===== src/rtl/wacc_pkg.sv =====
// Shared types and helpers for the masked weight accumulator: FSM states, lane-count default,
// randomness sizing and share-major packing indices.
package wacc_pkg;

  typedef enum logic [1:0] {IDLE, ACCUM, DRAIN, OUT} wacc_state_e;

  localparam int ADD_LAT_DEF = 4;

  // Number of share pairs (i<j); each masked AND gadget consumes one fresh bit per pair.
  function automatic int pair_cnt(input int nd);
    return nd * (nd - 1) / 2;
  endfunction

  // Three DOM AND gadgets plus one refresh, each consuming pair_cnt bits.
  function automatic int rnd_w(input int nd);
    return 4 * pair_cnt(nd);
  endfunction

  // Share-major packing: bit b, share i lives at index nd*b + i.
  function automatic int sh_idx(input int nd, input int b, input int i);
    return nd * b + i;
  endfunction

  // Linear index of the share pair (lo, hi) with lo < hi.
  function automatic int pair_idx(input int nd, input int lo, input int hi);
    return lo * nd - lo * (lo + 1) / 2 + (hi - lo - 1);
  endfunction

endpackage


===== src/rtl/adder_2_3_bit.sv =====
// Pipelined d-share Boolean-masked adder: 3-bit a plus 2-bit b, result mod 8, fixed latency ADD_LAT (>= 3).
// Carries use domain-oriented AND gadgets with registered cross-domain terms; shares are never recombined.
module adder_2_3_bit
  import wacc_pkg::*;
#(
  parameter int d = 2,
  parameter int ADD_LAT = ADD_LAT_DEF,
  localparam int NP = pair_cnt(d),
  localparam int RND_W = rnd_w(d)
) (
  input  logic             clk,
  input  logic             rst_n,
  input  logic [3*d-1:0]   a,
  input  logic [2*d-1:0]   b,
  input  logic [RND_W-1:0] rnd,
  output logic [3*d-1:0]   c
);

  logic [NP-1:0] r_g0, r_g1, r_t, r_ref;
  assign r_g0  = rnd[NP-1:0];
  assign r_g1  = rnd[2*NP-1:NP];
  assign r_t   = rnd[3*NP-1:2*NP];
  assign r_ref = rnd[4*NP-1:3*NP];

  function automatic logic [d*d-1:0] dom_terms(input logic [d-1:0] x, input logic [d-1:0] y,
                                               input logic [NP-1:0] r);
    logic [d*d-1:0] t;
    t = '0;
    for (int i = 0; i < d; i++) begin
      for (int j = 0; j < d; j++) begin
        if (i == j) t[i*d+j] = x[i] & y[j];
        else        t[i*d+j] = (x[i] & y[j]) ^ r[pair_idx(d, (i < j) ? i : j, (i < j) ? j : i)];
      end
    end
    return t;
  endfunction

  function automatic logic [d-1:0] dom_fold(input logic [d*d-1:0] t);
    logic [d-1:0] f;
    f = '0;
    for (int i = 0; i < d; i++) f[i] = ^t[i*d +: d];
    return f;
  endfunction

  function automatic logic [d-1:0] refresh(input logic [d-1:0] x, input logic [NP-1:0] r);
    logic [d-1:0] y;
    y = x;
    for (int i = 0; i < d; i++) begin
      for (int j = i + 1; j < d; j++) begin
        y[i] = y[i] ^ r[pair_idx(d, i, j)];
        y[j] = y[j] ^ r[pair_idx(d, i, j)];
      end
    end
    return y;
  endfunction

  logic [d-1:0] a0, a1, a2, b0, b1;
  always_comb begin
    a0 = '0; a1 = '0; a2 = '0; b0 = '0; b1 = '0;
    for (int i = 0; i < d; i++) begin
      a0[i] = a[sh_idx(d, 0, i)];
      a1[i] = a[sh_idx(d, 1, i)];
      a2[i] = a[sh_idx(d, 2, i)];
      b0[i] = b[sh_idx(d, 0, i)];
      b1[i] = b[sh_idx(d, 1, i)];
    end
  end

  // Stage 1: generate terms g0 = a0&b0, g1 = a1&b1; propagate p1 = a1^b1.
  logic [d*d-1:0] g0_q, g1_q;
  logic [d-1:0]   s0_q1, p1_q1, a2_q1;
  // Stage 2: carry into bit 2 needs c0&p1; c0 is the folded g0.
  logic [d*d-1:0] t_q;
  logic [d-1:0]   g1_q2, s0_q2, s1_q2, a2_q2;
  logic [d-1:0]   g0_sh;
  assign g0_sh = dom_fold(g0_q);

  logic [d-1:0]   s2, s0_r;
  logic [3*d-1:0] sum3;
  always_comb begin
    s2   = a2_q2 ^ g1_q2 ^ dom_fold(t_q);
    // Bit 0 is XOR-only, so it gets a fresh remask every pass around the ring.
    s0_r = refresh(s0_q2, r_ref);
    sum3 = '0;
    for (int i = 0; i < d; i++) begin
      sum3[sh_idx(d, 0, i)] = s0_r[i];
      sum3[sh_idx(d, 1, i)] = s1_q2[i];
      sum3[sh_idx(d, 2, i)] = s2[i];
    end
  end

  logic [3*d-1:0] pipe_q [ADD_LAT-2];

  always_ff @(posedge clk or negedge rst_n) begin
    if (!rst_n) begin
      g0_q  <= '0;
      g1_q  <= '0;
      s0_q1 <= '0;
      p1_q1 <= '0;
      a2_q1 <= '0;
      t_q   <= '0;
      g1_q2 <= '0;
      s0_q2 <= '0;
      s1_q2 <= '0;
      a2_q2 <= '0;
      for (int n = 0; n < ADD_LAT - 2; n++) pipe_q[n] <= '0;
    end else begin
      g0_q  <= dom_terms(a0, b0, r_g0);
      g1_q  <= dom_terms(a1, b1, r_g1);
      s0_q1 <= a0 ^ b0;
      p1_q1 <= a1 ^ b1;
      a2_q1 <= a2;
      t_q   <= dom_terms(g0_sh, p1_q1, r_t);
      g1_q2 <= dom_fold(g1_q);
      s0_q2 <= s0_q1;
      s1_q2 <= p1_q1 ^ g0_sh;
      a2_q2 <= a2_q1;
      pipe_q[0] <= sum3;
      for (int n = 1; n < ADD_LAT - 2; n++) pipe_q[n] <= pipe_q[n-1];
    end
  end

  assign c = pipe_q[ADD_LAT-3];

endmodule


===== src/rtl/masked_weight_accumulator.sv =====
// Accumulates d-share masked 2-bit counts into ADD_LAT interleaved masked mod-8 lane sums using one
// recirculating pipelined adder. Optional feature macro: WACC_BEAT_COUNT_EN (adds public beat_cnt).
module masked_weight_accumulator
  import wacc_pkg::*;
#(
  parameter int d = 2,
  parameter int ADD_LAT = ADD_LAT_DEF,
  localparam int RND_W = rnd_w(d),
  localparam int LANE_W = $clog2(ADD_LAT)
) (
  input  logic              clk,
  input  logic              rst_n,
  input  logic              start,
  input  logic              in_valid,
  output logic              in_ready,
  input  logic [2*d-1:0]    in_data,
  input  logic              in_last,
  input  logic [RND_W-1:0]  rnd,
  output logic              out_valid,
  input  logic              out_ready,
  output logic [3*d-1:0]    out_data,
  output logic [LANE_W-1:0] out_lane,
`ifdef WACC_BEAT_COUNT_EN
  output logic [15:0]       beat_cnt,
`endif
  output logic              done
);

  wacc_state_e       state_q;
  logic [LANE_W-1:0] slot_q, drain_cnt_q;
  logic              first_round_q;
  logic [ADD_LAT-1:0] emitted_q;

  logic [3*d-1:0] add_a, add_c;
  logic [2*d-1:0] add_b;
  logic           in_fire, out_fire, slot_wrap, capture, all_done;

  assign in_fire   = in_valid & in_ready;
  assign out_fire  = out_valid & out_ready;
  assign slot_wrap = (slot_q == LANE_W'(ADD_LAT - 1));
  // Stale ring contents are replaced by zero during the first pass after start.
  assign add_a     = first_round_q ? '0 : add_c;
  assign add_b     = in_fire ? in_data : '0;
  assign capture   = (state_q == OUT) && !out_valid && !emitted_q[slot_q];
  assign all_done  = &(emitted_q | (ADD_LAT'(1) << out_lane));

  adder_2_3_bit #(
    .d       (d),
    .ADD_LAT (ADD_LAT)
  ) u_adder (
    .clk   (clk),
    .rst_n (rst_n),
    .a     (add_a),
    .b     (add_b),
    .rnd   (rnd),
    .c     (add_c)
  );

  always_ff @(posedge clk or negedge rst_n) begin
    if (!rst_n) begin
      state_q       <= IDLE;
      slot_q        <= '0;
      drain_cnt_q   <= '0;
      first_round_q <= 1'b0;
      emitted_q     <= '0;
      in_ready      <= 1'b0;
      out_valid     <= 1'b0;
      out_data      <= '0;
      out_lane      <= '0;
      done          <= 1'b0;
    end else begin
      done <= 1'b0;
      if (state_q == IDLE) slot_q <= '0;
      else                 slot_q <= slot_wrap ? '0 : slot_q + 1'b1;
      if (first_round_q && slot_wrap) first_round_q <= 1'b0;

      case (state_q)
        IDLE: begin
          if (start) begin
            state_q       <= ACCUM;
            in_ready      <= 1'b1;
            first_round_q <= 1'b1;
            emitted_q     <= '0;
          end
        end
        ACCUM: begin
          if (in_fire && in_last) begin
            state_q     <= DRAIN;
            in_ready    <= 1'b0;
            drain_cnt_q <= '0;
          end
        end
        DRAIN: begin
          // One full ring revolution after the last beat, every lane holds its final sum.
          if (drain_cnt_q == LANE_W'(ADD_LAT - 1)) state_q <= OUT;
          else                                     drain_cnt_q <= drain_cnt_q + 1'b1;
        end
        OUT: begin
          if (out_fire) begin
            out_valid           <= 1'b0;
            emitted_q[out_lane] <= 1'b1;
            if (all_done) begin
              state_q <= IDLE;
              done    <= 1'b1;
            end
          end else if (capture) begin
            out_valid <= 1'b1;
            out_data  <= add_c;
            out_lane  <= slot_q;
          end
        end
        default: state_q <= IDLE;
      endcase
    end
  end

`ifdef WACC_BEAT_COUNT_EN
  always_ff @(posedge clk or negedge rst_n) begin
    if (!rst_n)                              beat_cnt <= '0;
    else if (state_q == IDLE && start)       beat_cnt <= '0;
    else if (in_fire && beat_cnt != 16'hFFFF) beat_cnt <= beat_cnt + 16'd1;
  end
`endif

endmodule

===== config.mk =====
export PLATFORM = sky130hd
export DESIGN_NAME = masked_weight_accumulator
export DESIGN_NICKNAME = d
export VERILOG_FILES = /design/src/rtl/wacc_pkg.sv /design/src/rtl/adder_2_3_bit.sv /design/src/rtl/masked_weight_accumulator.sv
export SDC_FILE = /design/constraint.sdc
export NUM_CORES = 1
export LEC_CHECK = 0
export BUFFER_PORTS_ARGS = -buffer_cell sky130_fd_sc_hd__buf_2
export CORE_AREA = 2 2 95 97
export CTS_BUF_LIST = sky130_fd_sc_hd__clkbuf_2 sky130_fd_sc_hd__clkbuf_4 sky130_fd_sc_hd__clkbuf_8
export CTS_CLUSTER_DIAMETER = 60
export CTS_CLUSTER_SIZE = 24
export DETAILED_ROUTE_END_ITERATION = 10
export DIE_AREA = 0 0 97 99
export PLACE_DENSITY_LB_ADDON = 0.2
export SETUP_SLACK_MARGIN = 0.05
export SLEW_MARGIN = 10
export SYNTH_ARGS = -nofsm -noshare
export SYNTH_HDL_FRONTEND = slang
export SYNTH_SLANG_ARGS = --single-unit
export TNS_END_PERCENT = 100

===== constraint.sdc =====
create_clock -name clk -period 2.8 [get_ports clk]
set_input_delay 0.42 -clock clk [delete_from_list [all_inputs] [get_ports clk]]
set_output_delay 0.42 -clock clk [all_outputs]
set_load 0.02 [all_outputs]

==> results of run 1 <==
[power breakdown]
group / total (mW) / internal [mW] / leakage [nW] / switching [mW]
sequential: 1.14 / 1.07 / 0.748 / 0.0691
combinational: 0.204 / 0.0998 / 0.485 / 0.104
clock: 0.858 / 0.531 / 0.113 / 0.327
total: 2.20 / 1.70 / 1.35 / 0.501
[metal layers]
metal  GRT usage [%]  up-vias  wire length [µm]
met4           6.176        0               111
met1           13.54      639              2081
met2           13.89       24              1792
li1                -      658                 -
met5               0        -                 0
met3           2.695       10               159
[layout by cell type (no fill, tap or decap), drive strengths merged, types with 2 or more instances in the layout]
cell type and n:
dfrtp 60, buf 25, nand2 17, ha 12, clkbuf 11, xnor2 10
mux2 9, nor2b 8, xor2 8, o21ai 6, inv 5, nor2 5
o21a 5, a21oi 5, and3 4, nand3 4, nor3 3, mux2i 3
a31oi 2, a22o 2, bufinv 2, clkinv 2
[sequential cells by signal, indices dropped and copies added, names as in the netlist, 4 cells and up]
name	cells
u_adder.g1_q	4
u_adder.c	6
emitted_q	4
out_data	6
u_adder.g0_q	4
u_adder.t_q	4
u_adder.pipe_q	6
[logic make-up after synthesis]
kind of cell	after synthesis	share of synthesized area [%]
xor gates and xnor gates	18	6.681
AOI/OAI and AO/OA	23	6.363
adders and majority gates	12	6.363
DFF	60	63.63
and+or+nand+nor	44	9.014
muxes	12	6.681
buffers and inverters	6	1.273
[metrics by stage]
stage | hold slack [ns] | utilization (%) | area [µm²] | power [mW]
after floorplan | 0.1244 | - | 2360 | 1.271
final | 0.2374 | 33.10 | 2830 | 2.197
after CTS | 0.2619 | 33.10 | 2830 | 2.238
after global placement | 0.3320 | 30.54 | 2611 | 1.363
after detailed placement | 0.3347 | 30.54 | 2611 | 1.369
after global routing | 0.2787 | 33.10 | 2830 | 2.327
[cell type report]
| cell class | instances | area (µm²) |
|---|---|---|
| fill | 852 | 5720 |
| sequential | 60 | 1501 |
| multi-input combinational | 109 | 828.3 |
| clock buffer | 11 | 145.1 |
| tap | 108 | 135.1 |
| timing repair buffer | 25 | 127.6 |
| clock inverter | 4 | 73.82 |
| inverter | 5 | 18.77 |
[worst min path at each step]
stage	depth (start not counted)	endpoint
floorplan	0	done
global placement	0	u_adder.c[0]
detailed placement	0	u_adder.pipe_q[9]
CTS	2	u_adder.g1_q[0]
global route	2	u_adder.g1_q[1]
finish	2	u_adder.p1_q1[0]
==> flow_summary.yaml, run 1 <==
synth:
  syn_avg_cell_area_um2: 13.48
  synth_edf_count: 0
  syn_area_mm2: 0.002360
  synth_top_flop_cell: "dfrtp_1"
  ys_types: 27
  synthTopCellsByArea: "dfrtp_1 (64%), ha_1 (6.4%), mux2_4 (4.5%)"
  yosysSeqAreaShare_pct: 63.63
  synth_common_cells: "dfrtp_1 (60), nand2_1 (17), ha_1 (12)"
  synth_top_area_share_pct: 63.63
  syn_nets: 201
  yosysWarnings: 0
  synth-seq-cells: 60
  synth_top_area_cell: "dfrtp_1"
  synthArstFlopShare_pct: 100.0
  yosysMostFrequentCell: "dfrtp_1"
  syn_inst: 175
sta:
  hold_viol: 0
  final.setup.tns_ns: 0
  slew_viol_final: 0
  fin_skew_ns: 0.008676
  rsz0062_at_grt: "no"
  timing.fmax_mhz: 511.5
  setup_viol: 0
  worst_slew_pin_slew_ns: 0.7588
  post-route-period-util_pct: 69.83
  post-route-min-period_ns: 1.955
  max_slew_margin_pct: 49.41
  fin_ws_ns: 0.8448
critical_path:
  worstSetupStartpoint: "state_q[0]"
  path_delay_family: "compound AO/OA/AOI/OAI gates"
  r2r_start: "state_q[0]"
  critical_path_depth: 7
  worst_setup_path_end_kind: "flip-flop"
  criticalPathCategory: "reg -> reg"
  crit_slowest_cell: "dfrtp_1"
  cp-start-kind: "flip-flop"
  critPathMaxStageDelay_ns: 0.38
  worst-path-buf-inv: 1
  path_max_fanout: 7
  crit_chain: "inv_1, ha_1, nor2b_1, a21oi_1, o211ai_1, a31oi_1, mux2_2"
  cp-endpoint: "state_q[1]"
  cp.arrival_ns: 2.17
  cp.required_ns: 3.01
  rr_worst_depth: 7
  reg2reg_setup_slack_ns: 0.84
  r2r_end: "state_q[1]"
layout:
  fin_nets: 236
  fin_cells: 322
  drive_above_1_share_pct: 24.30
  area_growth_pct: 19.94
  n_antenna_cell: 0
drt:
  viasPerCell: 4.134
  routed_wl_um: 4144
  num_vias: 1331
  postRouteAntennaNets: 0
  firstDrtPassIters: 4
  post_drt_wl_per_cell_um: 12.87
  first_iter_violations: 88
  drcViolationCount: 0
run:
  max_cap_viol_count: 0
pwr:
  p_leak_nw: 1.346
  p_per_area_mw_per_mm2: 776.3
  worst_ir_drop_vdd_mv: 0.3479
cts:
  htree_levels: 3
  insertion_delay_ns: 0.33
  cts_tree: "done"
  postCtsSetupBuffers: 0
  path_clk_slew_ns: 0.06
  tritoncts.num_buffers: 9
  cts_buffer_depth: 2
  cts-hold-fix-buffers: 0
  post_cts_resize_count: 0
  clock-sinks: 60
  clockRootBuffer: "clkbuf_8"
floorplan:
  core_region_area_mm2: 0.008551
  dieArea_mm2: 0.009603
  io_pins: 25
  rows: 34
  die_w_um: 97
  initial_utilization_pct: 27.60
  fp.dieH_um: 99
global_routing:
  overflow: 0
  grt_pass1_vias: 1398
  antenna_found_initial: 0
  grt_first_pass_wirelength_um: 7251
  grt_max_degree: 61
  grt_use_total_pct: 9.900
placement:
  dp_worst_setup_slack_ns: 0.8515
  io_buffers: 24
  dp_hpwl_um: 2878
  gp_congestion: 0.6992
  placed_cells: 307
hold_path:
  hold_path_class: "in -> async"
status:
  status: "finished, final reports clean"
(Power assumes the default switching activity.)
==> run 2: changes to the inputs <==
==> constraint.sdc (replaced) <==
create_clock -name clk -period 1.6 [get_ports clk]
set_input_delay 0.24 -clock clk [delete_from_list [all_inputs] [get_ports clk]]
set_output_delay 0.24 -clock clk [all_outputs]
set_load 0.02 [all_outputs]
==> flow_summary.yaml, run 2 (synthesized netlist as in run 1, its figures left out) <==
floorplan:
  die_w_um: 97
  io_pins: 25
  fp.dieH_um: 99
  rows: 34
  dieArea_mm2: 0.009603
  initial_utilization_pct: 27.60
  core_region_area_mm2: 0.008551
hold_path:
  worstHoldStart: "rnd[1]"
  hold_depth: 2
  holdPathEnd: "u_adder.g1_q[2]"
  hold_path_class: "in -> reg"
placement:
  dpl_cell_area_mm2: 0.002743
  dp_worst_setup_slack_ns: -0.2198
  gp_congestion: 0.7423
  io_buffers: 24
  dp_hpwl_um: 2889
drt:
  post_drt_wl_per_cell_um: 12.39
  num_vias: 1409
  m1WireLength_um: 1959
  wl_met3_um: 208
  first_iter_violations: 38
  met2_length_um: 1983
  top_layer: "met4"
  drcViolationCount: 0
  viasPerCell: 4.144
  firstDrtPassIters: 4
  routed_wl_um: 4212
  postRouteAntennaNets: 0
critical_path:
  crit_slowest_cell: "dfrtp_2"
  worst_setup_path_end_kind: "flip-flop"
  critPathMaxStageDelay_ns: 0.41
  r2r_end: "state_q[1]"
  path_delay_family: "compound AO/OA/AOI/OAI gates"
  path_max_fanout: 3
  criticalPathCategory: "reg -> reg"
  crit_chain: "inv_2, ha_4, nor2b_4, a21oi_2, o211ai_1, a31oi_2, mux2_4"
  rr_worst_depth: 7
  cp.arrival_ns: 1.89
  worst-path-buf-inv: 1
  cp-start-kind: "flip-flop"
  reg2reg_setup_slack_ns: -0.08
  cp.required_ns: 1.81
  r2r_start: "state_q[0]"
layout:
  n_antenna_cell: 0
  layout_common_cells: "dfrtp_1 (58), buf_2 (24), nand2_1 (17), buf_4 (15)"
  multi_input_area_um2: 880.8
  final_cell_area_mm2: 0.003043
  drive_above_1_share_pct: 34.05
  final_common_cell: "dfrtp_1"
  fin_nets: 254
  area_growth_pct: 28.95
  seqCellArea_mm2: 0.001504
  n_fill_cell: 840
sta:
  post-route-period-util_pct: 104.8
  fin_skew_ns: 0.004351
  final.setup.tns_ns: -0.1235
  slew_viol_final: 0
  rsz0062_at_grt: "yes"
  post-route-min-period_ns: 1.676
  timing.fmax_mhz: 596.6
  hold_viol: 0
  setup_viol: 2
  worst_slew_pin_slew_ns: 0.3161
  fin_ws_ns: -0.07605
  max_slew_margin_pct: 78.93
cts:
  tritoncts.num_buffers: 9
  clock-sinks: 60
  cts_tree: "done"
  clockRootBuffer: "clkbuf_8"
  cts_buffer_depth: 2
  insertion_delay_ns: 0.33
  htree_levels: 3
  path_clk_slew_ns: 0.06
run:
  max_cap_viol_count: 0
global_routing:
  grt_first_pass_wirelength_um: 7162
  grt_max_degree: 61
  grt_use_total_pct: 9.757
  overflow: 0
  grt_pass1_vias: 1454
  antenna_found_initial: 0
status:
  status: "finished with violations"
  failed_checks: "negative setup slack"
pwr:
  p_leak_nw: 1.445
  p_switching_mw: 0.8584
  worst_ir_drop_vdd_mv: 0.7079
  power_frac_comb_pct: 9.0
  seq_power_share_pct: 52.0
  swShare_pct: 22.40
  internal_power_mw: 2.975
  p_per_area_mw_per_mm2: 1260
  pwr-share-clk_pct: 39.0
  p_total_mw: 3.833
## run 2: routing by layer
metal	global-route usage, %	up-vias
met4	3.575	0
met5	0	-
met1	12.29	684
met2	14.96	23
li1	-	696
met3	4.255	6
## run 2: cell type report
| type | count | area share (%) |
|---|---|---|
| Clock buffer | 11 | 4.770 |
| Clock inverter | 4 | 2.426 |
| Inverter | 5 | 0.6168 |
| Multi-Input combinational cell | 109 | 28.95 |
| Sequential cell | 60 | 49.42 |
| Tap cell | 108 | 4.441 |
| Timing Repair Buffer | 43 | 9.375 |
## run 2: repair_timing
action                     4_1_cts  5_1_grt
pin swaps                        2        3
setup buffers                    1        1
setup endpoints to repair       13       13
gates resized for setup          5       10
hold endpoints to repair        60        0
hold buffers                     1        0
## run 2: metrics by stage
step,instances,utilization [%],hold WS [ns]
2_1_floorplan,175,-,-0.05559
3_3_place_gp,322,32.07,0.2724
3_5_place_dp,322,32.07,0.2705
4_1_cts,339,35.07,0.1060
5_1_grt,340,35.59,0.1114
6_report,340,35.59,0.1230
## run 2: power by group through the flow
stage	Clock [mW]	Combinational [mW]	Sequential, mW
floorplan	0	0.239	1.99
global placement	0	0.354	2.02
detailed placement	0	0.351	2.02
CTS	1.54	0.360	2.00
global route	1.61	0.404	2.03
finish	1.49	0.344	1.99
## run 2: worst max path at each step
stage               start          to  slack (ns)  cells after the start
2_1_floorplan  state_q[0]  state_q[1]       -0.07                      7
3_3_place_gp   state_q[0]  state_q[1]       -0.09                      7
3_5_place_dp   state_q[0]  state_q[1]       -0.22                      7
4_1_cts        state_q[0]  state_q[1]       -0.12                      7
5_1_grt        state_q[0]  state_q[1]       -0.17                      7
6_report       state_q[0]  state_q[1]       -0.08                      7
